File: src/rtl/avr109_loader.sv
// AVR109 (butterfly protocol) boot loader engine: attach sequence, command decode, flash/EEPROM block access.
// Optional chip erase command 'e' is built when AVR109_LOADER_ERASE_EN is defined; otherwise 'e' answers '?'.
module avr109_loader #(
  parameter int unsigned ADDR_WIDTH    = 16,
  parameter int unsigned EE_ADDR_WIDTH = 10,
  parameter int unsigned BLOCK_SIZE    = 256,
  parameter int unsigned ATTACH_PAIRS  = 3,
  parameter logic [23:0] SIGNATURE     = 24'h1E9502,
  parameter logic [7:0]  VERSION_HIGH  = 8'h31,
  parameter logic [7:0]  VERSION_LOW   = 8'h31
) (
  input  logic                     clk,
  input  logic                     rst,
  input  logic [7:0]               rx_data,
  input  logic                     rx_avail,
  input  logic                     tx_ready,
  output logic [7:0]               tx_data,
  output logic                     tx_avail,
  output logic                     intercept_mode,
  output logic                     prog_mode,
  output logic [ADDR_WIDTH-1:0]    prog_addr,
  output logic [15:0]              prog_data,
  input  logic [15:0]              prog_data_in,
  output logic                     prog_low,
  output logic                     prog_high,
  output logic [EE_ADDR_WIDTH-1:0] ee_addr,
  output logic [7:0]               ee_data,
  output logic                     ee_we,
  input  logic [7:0]               ee_data_in
);

  localparam logic [7:0] CH_LF  = 8'h0A;
  localparam logic [7:0] CH_CR  = 8'h0D;
  localparam logic [7:0] CH_ESC = 8'h1B;
  localparam logic [7:0] CH_AA  = 8'hAA;
  localparam logic [7:0] CH_Q   = 8'h3F;
  localparam logic [7:0] CH_Y   = 8'h59;
  localparam logic [7:0] CH_F   = 8'h46;
  localparam logic [7:0] CH_E   = 8'h45;
  localparam logic [15:0] BS16  = 16'(BLOCK_SIZE);

  typedef enum logic [3:0] {
    S_INACTIVE,
    S_ATTACH,
    S_IDLE,
    S_ARGS,
    S_WDATA,
    S_RDATA,
    S_ADV,
    S_REPLY
`ifdef AVR109_LOADER_ERASE_EN
    , S_ERASE
`endif
  } state_t;

  state_t                  state, state_n;
  logic [ADDR_WIDTH-1:0]   waddr, waddr_n;
  logic                    phase, phase_n;
  logic [15:0]             cnt, cnt_n;
  logic [15:0]             att_cnt, att_cnt_n;
  logic [7:0]              cmd, cmd_n;
  logic [1:0]              argc, argc_n;
  logic [1:0]              argi, argi_n;
  logic [7:0]              args [2];
  logic [7:0]              args_n [2];
  logic [7:0]              rbuf [3];
  logic [7:0]              rbuf_n [3];
  logic [1:0]              rlen, rlen_n;
  logic [1:0]              ridx, ridx_n;
  logic                    ret_inactive, ret_inactive_n;
  logic                    blk_ee, blk_ee_n;
  logic                    blk_rd, blk_rd_n;
  logic                    prog_mode_n;
  logic [7:0]              tx_data_n;
  logic                    tx_avail_n;

  logic                    send_ok;
  logic                    rep, rinact;
  logic [1:0]              rl;
  logic [7:0]              r0, r1, r2;
  logic [15:0]             hdr_cnt;
  logic                    hdr_bad;

  assign send_ok        = tx_ready & ~tx_avail;
  assign intercept_mode = (state != S_INACTIVE) && (state != S_ATTACH);
  assign prog_addr      = waddr;
  assign ee_addr        = waddr[EE_ADDR_WIDTH-1:0];
  assign ee_data        = rx_data;
  assign hdr_cnt        = {args[0], args[1]};
  assign hdr_bad        = (32'(hdr_cnt) > BLOCK_SIZE) || !((rx_data == CH_F) || (rx_data == CH_E));

  always_ff @(posedge clk or posedge rst) begin
    if (rst) begin
      state        <= S_INACTIVE;
      waddr        <= '0;
      phase        <= 1'b0;
      cnt          <= '0;
      att_cnt      <= '0;
      cmd          <= '0;
      argc         <= '0;
      argi         <= '0;
      args[0]      <= '0;
      args[1]      <= '0;
      rbuf[0]      <= '0;
      rbuf[1]      <= '0;
      rbuf[2]      <= '0;
      rlen         <= '0;
      ridx         <= '0;
      ret_inactive <= 1'b0;
      blk_ee       <= 1'b0;
      blk_rd       <= 1'b0;
      prog_mode    <= 1'b0;
      tx_data      <= '0;
      tx_avail     <= 1'b0;
    end else begin
      state        <= state_n;
      waddr        <= waddr_n;
      phase        <= phase_n;
      cnt          <= cnt_n;
      att_cnt      <= att_cnt_n;
      cmd          <= cmd_n;
      argc         <= argc_n;
      argi         <= argi_n;
      args[0]      <= args_n[0];
      args[1]      <= args_n[1];
      rbuf[0]      <= rbuf_n[0];
      rbuf[1]      <= rbuf_n[1];
      rbuf[2]      <= rbuf_n[2];
      rlen         <= rlen_n;
      ridx         <= ridx_n;
      ret_inactive <= ret_inactive_n;
      blk_ee       <= blk_ee_n;
      blk_rd       <= blk_rd_n;
      prog_mode    <= prog_mode_n;
      tx_data      <= tx_data_n;
      tx_avail     <= tx_avail_n;
    end
  end

  always_comb begin
    state_n        = state;
    waddr_n        = waddr;
    phase_n        = phase;
    cnt_n          = cnt;
    att_cnt_n      = att_cnt;
    cmd_n          = cmd;
    argc_n         = argc;
    argi_n         = argi;
    args_n[0]      = args[0];
    args_n[1]      = args[1];
    rbuf_n[0]      = rbuf[0];
    rbuf_n[1]      = rbuf[1];
    rbuf_n[2]      = rbuf[2];
    rlen_n         = rlen;
    ridx_n         = ridx;
    ret_inactive_n = ret_inactive;
    blk_ee_n       = blk_ee;
    blk_rd_n       = blk_rd;
    prog_mode_n    = prog_mode;
    tx_data_n      = tx_data;
    tx_avail_n     = 1'b0;
    prog_low       = 1'b0;
    prog_high      = 1'b0;
    ee_we          = 1'b0;
    prog_data      = {rx_data, rx_data};
    rep            = 1'b0;
    rinact         = 1'b0;
    rl             = 2'd1;
    r0             = CH_CR;
    r1             = 8'h00;
    r2             = 8'h00;

    unique case (state)
      S_INACTIVE: begin
        att_cnt_n = '0;
        if (rx_avail && rx_data == CH_ESC)
          state_n = (ATTACH_PAIRS == 0) ? S_IDLE : S_ATTACH;
      end

      // Even positions expect 0xAA, odd positions 0x1B.
      S_ATTACH: begin
        if (rx_avail) begin
          if (rx_data == (att_cnt[0] ? CH_ESC : CH_AA)) begin
            att_cnt_n = att_cnt + 16'd1;
            if (32'(att_cnt) == 2 * ATTACH_PAIRS - 1)
              state_n = S_IDLE;
          end else begin
            state_n     = S_INACTIVE;
            prog_mode_n = 1'b0;
          end
        end
      end

      S_IDLE: begin
        if (rx_avail) begin
          cmd_n  = rx_data;
          argi_n = '0;
          case (rx_data)
            CH_LF, CH_ESC: ;
            8'h41: begin argc_n = 2'd2; state_n = S_ARGS; end
            8'h48, 8'h42, 8'h67: begin argc_n = 2'd3; state_n = S_ARGS; end
            8'h54: begin argc_n = 2'd1; state_n = S_ARGS; end
            8'h50: begin prog_mode_n = 1'b1; rep = 1'b1; end
            8'h4C: begin prog_mode_n = 1'b0; rep = 1'b1; end
            8'h56: begin rep = 1'b1; rl = 2'd2; r0 = VERSION_HIGH; r1 = VERSION_LOW; end
            8'h61: begin rep = 1'b1; r0 = CH_Y; end
            8'h62: begin rep = 1'b1; rl = 2'd3; r0 = CH_Y; r1 = BS16[15:8]; r2 = BS16[7:0]; end
            8'h74: begin rep = 1'b1; r0 = 8'h00; end
            8'h73: begin
              rep = 1'b1; rl = 2'd3;
              r0 = SIGNATURE[7:0]; r1 = SIGNATURE[15:8]; r2 = SIGNATURE[23:16];
            end
            CH_E: begin rep = 1'b1; rinact = 1'b1; end
`ifdef AVR109_LOADER_ERASE_EN
            8'h65: begin waddr_n = '0; phase_n = 1'b0; state_n = S_ERASE; end
`endif
            default: begin rep = 1'b1; r0 = CH_Q; end
          endcase
        end
      end

      // The final argument byte is used live from rx_data rather than stored.
      S_ARGS: begin
        if (rx_avail) begin
          if (argi == argc - 2'd1) begin
            case (cmd)
              8'h41: begin
                waddr_n = ADDR_WIDTH'({8'h00, args[0], rx_data});
                phase_n = 1'b0;
                rep     = 1'b1;
              end
              8'h48: begin
                waddr_n = ADDR_WIDTH'({args[0], args[1], rx_data});
                phase_n = 1'b0;
                rep     = 1'b1;
              end
              8'h54: rep = 1'b1;
              default: begin
                blk_rd_n = (cmd == 8'h67);
                blk_ee_n = (rx_data == CH_E);
                if (hdr_bad) begin
                  rep = 1'b1;
                  r0  = CH_Q;
                end else if (hdr_cnt == 16'd0) begin
                  if (cmd == 8'h67) state_n = S_IDLE;
                  else              rep     = 1'b1;
                end else begin
                  cnt_n   = hdr_cnt;
                  state_n = (cmd == 8'h67) ? S_RDATA : S_WDATA;
                end
              end
            endcase
          end else begin
            args_n[argi[0]] = rx_data;
            argi_n          = argi + 2'd1;
          end
        end
      end

      S_WDATA: begin
        if (rx_avail) begin
          if (blk_ee)     ee_we     = 1'b1;
          else if (phase) prog_high = 1'b1;
          else            prog_low  = 1'b1;
          state_n = S_ADV;
        end
      end

      S_RDATA: begin
        if (send_ok) begin
          tx_avail_n = 1'b1;
          if (blk_ee)     tx_data_n = ee_data_in;
          else if (phase) tx_data_n = prog_data_in[15:8];
          else            tx_data_n = prog_data_in[7:0];
          state_n = S_ADV;
        end
      end

      S_ADV: begin
        if (blk_ee) begin
          waddr_n = waddr + ADDR_WIDTH'(1);
        end else begin
          phase_n = ~phase;
          if (phase) waddr_n = waddr + ADDR_WIDTH'(1);
        end
        cnt_n = cnt - 16'd1;
        if (cnt == 16'd1) begin
          if (blk_rd) state_n = S_IDLE;
          else        rep     = 1'b1;
        end else begin
          state_n = blk_rd ? S_RDATA : S_WDATA;
        end
      end

      S_REPLY: begin
        if (send_ok) begin
          tx_avail_n = 1'b1;
          tx_data_n  = rbuf[ridx];
          if (ridx == rlen - 2'd1) begin
            state_n = ret_inactive ? S_INACTIVE : S_IDLE;
            if (ret_inactive) prog_mode_n = 1'b0;
          end else begin
            ridx_n = ridx + 2'd1;
          end
        end
      end

`ifdef AVR109_LOADER_ERASE_EN
      S_ERASE: begin
        prog_low  = 1'b1;
        prog_high = 1'b1;
        prog_data = 16'hFFFF;
        waddr_n   = waddr + ADDR_WIDTH'(1);
        if (&waddr) rep = 1'b1;
      end
`endif

      default: state_n = S_INACTIVE;
    endcase

    if (rep) begin
      rbuf_n[0]      = r0;
      rbuf_n[1]      = r1;
      rbuf_n[2]      = r2;
      rlen_n         = rl;
      ridx_n         = '0;
      ret_inactive_n = rinact;
      state_n        = S_REPLY;
    end
  end

endmodule

File: config.mk
export PLATFORM = sky130hd
export DESIGN_NAME = avr109_loader
export DESIGN_NICKNAME = d
export VERILOG_FILES = /design/src/rtl/avr109_loader.sv
export SDC_FILE = /design/constraint.sdc
export NUM_CORES = 1
export LEC_CHECK = 0
export CAP_MARGIN = 0
export CORE_MARGIN = 4
export CORE_UTILIZATION = 35
export CTS_BUF_LIST = sky130_fd_sc_hd__clkbuf_8 sky130_fd_sc_hd__clkbuf_16
export CTS_CLUSTER_DIAMETER = 50
export DETAILED_ROUTE_END_ITERATION = 10
export PLACE_DENSITY_LB_ADDON = 0.05
export SLEW_MARGIN = 20
export SYNTH_ARGS = -nofsm -noshare
export SYNTH_HDL_FRONTEND = slang
export SYNTH_SLANG_ARGS = --single-unit
File: constraint.sdc
create_clock -name clk -period 5.5 [get_ports clk]
set_clock_uncertainty 0.15 [all_clocks]
set_input_delay 1.375 -clock clk [delete_from_list [all_inputs] [get_ports clk]]
set_output_delay 1.375 -clock clk [all_outputs]
set_load 0.01 [all_outputs]
==> metrics.log, run 1 <==
[metrics] pin count of the biggest net entering global routing: 53
[metrics] Final Hold Fails: 0
[metrics] Crit path buffers/inverters: 2
[metrics] critical path's most frequent cell: clkdlybuf4s50_1
[metrics] Die Wd: 147 um
[metrics] critical-path cell with the highest stage delay: clkdlybuf4s50_1
[metrics] cell area power density: 493 mW/mm^2
[metrics] die extent in y: 147 um
[metrics] CTS resizes: 0
[metrics] area enclosed by the die boundary: around 0.022 sq mm
[metrics] cell taking the most area after synthesis: dfrtp_1
[metrics] peak clock frequency supported by timing: 209 MHz
[metrics] count of hold buffers inserted by post-cts repair: 0
[metrics] share of the synthesized area in the top cell type: approximately 40%
[metrics] ratio of final minimum period to clock period: 86.9%
[metrics] vias: 6,021
[metrics] worst hold path type: reg2reg
[metrics] clock tree from TritonCTS: done
[metrics] average size of a mapped cell: 8.73 sq um
[metrics] Crit path arrival time: about 3300 ps
[metrics] starting density of the core: between 30% and 40%
[metrics] Inserted Diodes: 0
[metrics] drt first pass iters: 5
[metrics] pre-CTS setup slack: approximately 740 ps
[metrics] delay of the slowest cell on the worst path: roughly 550 ps
[metrics] Clock transition at path regs: around 70 ps
[metrics] internal power component: about 2400 uW
[metrics] transition time of the tightest slew-check pin: 894 ps
[metrics] worst slew margin relative to its limit: approximately two fifths
[metrics] critical path depth in cells: 5
[metrics] category of cells accounting for the largest share of critical-path delay: buffers and inverters
[metrics] post-synthesis net count: just over 800
[metrics] leakage power figure: between 0.003 and 0.004 uW
[metrics] post-synth cell types: approximately 70
[metrics] Gate power share: roughly 43%
[metrics] clock sink count: roughly 110
[metrics] standard-cell row count: 50
[metrics] final number of setup-violating endpoints: 0
[metrics] share of flip-flops with an asynchronous set or reset after synthesis: 100%
[metrics] Worst Hold Slack: 329 ps
[metrics] Area growth, synth to finish: 20.8%
[metrics] Cells after DPL: between 1,000 and 1,500
[metrics] IO Pins: 100
[metrics] Psw: about 1600 uW
[metrics] layout cell share with drive strength beyond 1: about 7.6%
[metrics] remaining number of nets flagged by the antenna check after routing: 0
[metrics] yosys warns: 0
[metrics] Placeable Area: 0.0188 sq mm
[metrics] crit path cell chain: clkdlybuf4s50_1 > nand2_1 > nor4_1 > nor2b_1 > clkdlybuf4s50_1
[metrics] CP Data Required Time: 3970 ps
[metrics] routability congestion estimate from global placement: around 0.87
[metrics] r2r worst-path depth: 7
[metrics] final critical path time including I/O delays and setup: 4780 ps
[metrics] number of antenna violations at the first check in global routing: 0
[metrics] mean routed wirelength per cell: ~18 um
[metrics] via count of the first global-routing pass: between 5,000 and 6,000
[metrics] Worst Hold Depth: 1
[metrics] min setup slack post-route: roughly 720 ps
[metrics] global router's overall resource usage: roughly a fifth
[metrics] switching power share of the total: between 30% and 40%
[metrics] DRC Markers: 0
[metrics] wire length of the first global-routing pass: between 30,000 and 40,000 um
[metrics] Clk network pwr share: a little over 20%
[metrics] post-CTS repair timing setup buffer count: 0
[metrics] buffers added on ports: slightly below 100
[metrics] highest ir drop seen on vdd: around 0.00017 V
[metrics] HPWL reported at the end of detailed placement: around 14,000 um
[metrics] highest net fanout along the worst path: 3
[metrics] commonest cells in the netlist: 108 x dfrtp_1, 75 x nand2_1, 60 x nor2_1, 47 x a21oi_1
[metrics] biggest area contributors in the synthesized netlist: dfrtp_1 40%, nand2_1 4.2%, buf_4 3.8%, a21oi_1 3.5%, nor2_1 3.3%
[metrics] setup repair after global routing missed its margin: no
[metrics] fraction of the yosys area taken by sequential cells: 40.1%
[metrics] most frequent cell after synthesis: dfrtp_1
[metrics] maximum count of clock buffers along a single path: 2
[metrics] Setup TNS: 0 ps
[metrics] total congestion overflow after global routing: 0
[metrics] most used flip-flop cell after synthesis: dfrtp_1
[metrics] Final Slew Violations: 0
[metrics] Syn Std Cell Area: 0.00674 sq mm
[metrics] result of the run: finished clean
[metrics] number of nets in the final layout: approximately 860
[metrics] depth of the CTS H-tree: 3
[metrics] crit path capture type: output port
[metrics] Synth Instances: approximately 770
[metrics] sequential share of power: between 30 and 40%
[metrics] Iteration-0 DRC Markers: 390
[metrics] Maximum Capacitance Violations: 0
[metrics] clock latency of the later-clocked register in the worst-skew pair: approximately 360 ps
[metrics] number of vias per cell after detailed routing: between 5 and 6
[metrics] Detailed Route WL: ~20,000 um
[metrics] critical path type: in2out
[metrics] flip-flop and latch count after synthesis: about 110
[metrics] post-route non-filler standard cell count: between 1,000 and 1,500
[metrics] Root Buffer: clkbuf_16
[metrics] number of flops mapped to enable cells by yosys: 0
[metrics] sort of element at the start of the critical path: primary input
[metrics] layout filler cell count: roughly 1,900
[metrics] number of buffers inserted during clock tree synthesis: 9
## metal layers
metal	GRT usage, %	vias up	wire length (um)
met5	0	-	0
met4	5.97	0	331
li1	-	2886	-
met2	28.2	141	8830
met1	28.1	2972	10100
met3	2.53	22	737
## through the flow
stage | util (%) | area (sq um) | total power [uW]
2_1_floorplan | - | 6740 | 2580
3_3_place_gp | 41.2 | 7770 | 3180
3_5_place_dp | 41.2 | 7770 | 3220
4_1_cts | 43.2 | 8140 | 4050
5_1_grt | 43.2 | 8140 | 4320
6_report | 43.2 | 8140 | 4020
## kinds of logic (layout without fill, tap and decap cells)
kind of cell	count (synthesis)	in the layout	synth area share, %
mux	41	41	6.44
compound gates	190	190	18.4
xor+xnor	20	20	2.60
fa+ha+maj	5	5	0.929
simple gates	309	309	24.1
flops	108	108	40.1
buf+inv	99	151	7.45
## state kept, by name, indices dropped and copies added (netlist names)
register / cells
args: 16
cnt: 16
prog_addr: 16
tx_data: 8
state: 3
ret_inactive: 1
att_cnt: 16
rlen: 1
phase: 1
tx_avail: 1
rbuf: 12
prog_mode: 1
argc: 2
blk_rd: 1
cmd: 8
ridx: 2
blk_ee: 1
argi: 2
## final cells by class
cell class,instances,area (sq um),share of cell area [%]
well taps,260,325,4.00
flip-flops and latches,108,2700,33.2
clock inverters,4,120,1.48
multi-input cells,565,3540,43.5
clock buffers,11,253,3.10
inverters,19,73.8,0.907
repair buffers,117,1130,13.8
## final timing paths
kind	from	endpoint	slack [ps]
hold / removal	rbuf[21]	rbuf[21]	330
setup reg to reg	cmd[4]	rbuf[17]	2060
min in group asynchronous	rst	cmd[5]	1210
setup / recovery	rx_avail	prog_low	720
max in group asynchronous	rst	prog_addr[9]	3050
hold reg to reg	rbuf[21]	rbuf[21]	330
## power groups by stage
stage | clock network, uW | logic (uW) | registers [uW]
3_5_place_dp | 0 | 1730 | 1480
6_report | 824 | 1720 | 1470
3_3_place_gp | 0 | 1710 | 1470
2_1_floorplan | 0 | 1250 | 1330
4_1_cts | 845 | 1740 | 1470
5_1_grt | 877 | 1920 | 1520
## layout by cell type (no fill, tap or decap), drive strengths merged, types with 20 or more instances in the layout
cell type / count
nor3: 24
clkdlybuf4s50: 99
o21ai: 49
nand2: 75
dfrtp: 108
a21oi: 47
nand3: 33
mux2i: 22
nor4: 20
nor2: 60
Note: power is estimated with default switching activity, not from simulation.
==> inputs of run 2 (changes only) <==
- SKIP_CTS_REPAIR_TIMING: default -> 1
==> results of run 2 <==
Same layout as run 1: the final DEF is identical, and so are final timing and power.
==> inputs of run 3 (changes only) <==
- SKIP_CTS_REPAIR_TIMING: 1 -> default
- clock period: 5.5 -> 6.1 ns (I/O delays scaled with it)
==> metrics.log, run 3 (synthesized netlist as in run 1, its figures left out) <==
[metrics] worst hold path type: reg2reg
[metrics] maximum count of clock buffers along a single path: 2
[metrics] leakage power figure: between 0.003 and 0.004 uW
[metrics] worst r2r dst: rbuf[17]
[metrics] Hold Path End: rbuf[10]
[metrics] Final Hold Fails: 0
[metrics] clock tree from TritonCTS: done
[metrics] vias: slightly below 6,000
[metrics] final critical path time including I/O delays and setup: ~5500 ps
[metrics] highest ir drop seen on vdd: approximately 0.00017 V
[metrics] remaining number of nets flagged by the antenna check after routing: 0
[metrics] CTS resizes: 0
[metrics] post-route total power: about 3500 uW
[metrics] wire length of the first global-routing pass: 32,900 um
[metrics] transition time of the tightest slew-check pin: around 950 ps
[metrics] FF-to-FF setup slack: about 2500 ps
[metrics] die extent in y: between 100 and 150 um
[metrics] final number of setup-violating endpoints: 0
[metrics] Final Slew Violations: 0
[metrics] Root Buffer: clkbuf_16
[metrics] critical path type: in2out
[metrics] setup repair after global routing missed its margin: no
[metrics] Maximum Capacitance Violations: 0
[metrics] peak clock frequency supported by timing: between 150 and 200 MHz
[metrics] cell area power density: roughly 440 mW/mm^2
[metrics] Setup TNS: 0 ps
[metrics] top library cells by usage in the layout, fill and taps aside: 108 x dfrtp_1, 99 x clkdlybuf4s50_1, 75 x nand2_1, 60 x nor2_1, 47 x a21oi_1
[metrics] Inserted Diodes: 0
[metrics] ratio of final minimum period to clock period: about nine tenths
[metrics] Die Wd: about 150 um
[metrics] mean routed wirelength per cell: roughly 19 um
[metrics] worst slew margin relative to its limit: between 30% and 40%
[metrics] total congestion overflow after global routing: 0
[metrics] Crit path arrival time: roughly 3800 ps
[metrics] clock latency of the later-clocked register in the worst-skew pair: around 350 ps
[metrics] crit path capture type: output port
[metrics] pin count of the biggest net entering global routing: 84
[metrics] DRC Markers: 0
[metrics] highest net fanout along the worst path: 13
[metrics] number of vias per cell after detailed routing: about 5.5
[metrics] Detailed Route WL: ~20,000 um
[metrics] starting density of the core: roughly 36%
[metrics] area enclosed by the die boundary: around 0.022 sq mm
[metrics] commonest non-fill, non-tap cell in the layout: dfrtp_1
[metrics] Area growth, synth to finish: 19.6%
[metrics] routability congestion estimate from global placement: approximately 0.84
[metrics] r2r startpoint: cmd[4]
[metrics] via count of the first global-routing pass: between 5,000 and 6,000
[metrics] result of the run: finished clean
[metrics] IO Pins: 100
[metrics] drt first pass iters: 5
[metrics] number of nets in the final layout: ~860
[metrics] Clock transition at path regs: 70 ps
[metrics] Placeable Area: 0.0188 sq mm
[metrics] sort of element at the start of the critical path: primary input
[metrics] r2r worst-path depth: 7
[metrics] CP Data Required Time: roughly 4400 ps
[metrics] Iteration-0 DRC Markers: between 400 and 500
[metrics] clock sink count: about 110
[metrics] number of buffers inserted during clock tree synthesis: 9
[metrics] count of hold buffers inserted by post-cts repair: 0
[metrics] standard-cell row count: 50
[metrics] buffers added on ports: 99
[metrics] global router's overall resource usage: 18.8%
[metrics] layout cell share with drive strength beyond 1: between 7 and 8%
[metrics] startpoint of the worst hold path: rbuf[10]
[metrics] depth of the CTS H-tree: 3
[metrics] Worst Hold Depth: 1
[metrics] HPWL reported at the end of detailed placement: approximately 14,000 um
[metrics] post-CTS repair timing setup buffer count: 0
[metrics] number of antenna violations at the first check in global routing: 0
==> run 3: worst max-delay path by stage <==
stage	slack (ps)	cells after the start	startpoint	end
detailed placement	660	5	rx_avail	prog_low
global placement	700	5	rx_avail	prog_low
global route	500	5	rx_avail	prog_low
finish	650	5	rx_avail	prog_low
floorplan	1580	1	rst	argc[0]
CTS	670	5	rx_avail	prog_low
==> run 3: cell type report <==
type                       count  area, sq um
fill                        1860        10800
clock buffer                   9          225
tap                          260          325
multi-input combinational    565         3540
clock inverter                 6         81.3
inverter                      19         76.3
timing repair buffer         115         1110
sequential                   108         2700
==> run 3: critical path: stages <==
cell and delay [ps]:
clkdlybuf4s50_1 770, nand2_1 160, nor4_1 560, nor2b_1 210, clkdlybuf4s50_1 550
==> run 3: where the power goes <==
part	internal [uW]	switching, uW
registers	971	349
logic	743	817
clock network	355	277
total	2070	1440
==> run 3: metal layers <==
metal,track usage [%],part of all wire [%],routed length [um]
met1,28.4,51,10200
met5,0,0,0
met3,2.56,3.4,682
met4,5.22,1.4,272
met2,28.0,45,8980
==> run 3: through the flow <==
step	instance area, sq um	util, %	hold WS (ps)	setup slack [ps]	std cells
floorplan	6740	-	292	1580	772
global placement	7750	41.2	309	703	1067
detailed placement	7750	41.2	316	665	1067
CTS	8060	42.8	332	669	1082
global route	8060	42.8	344	495	1082
finish	8060	42.8	329	646	1082
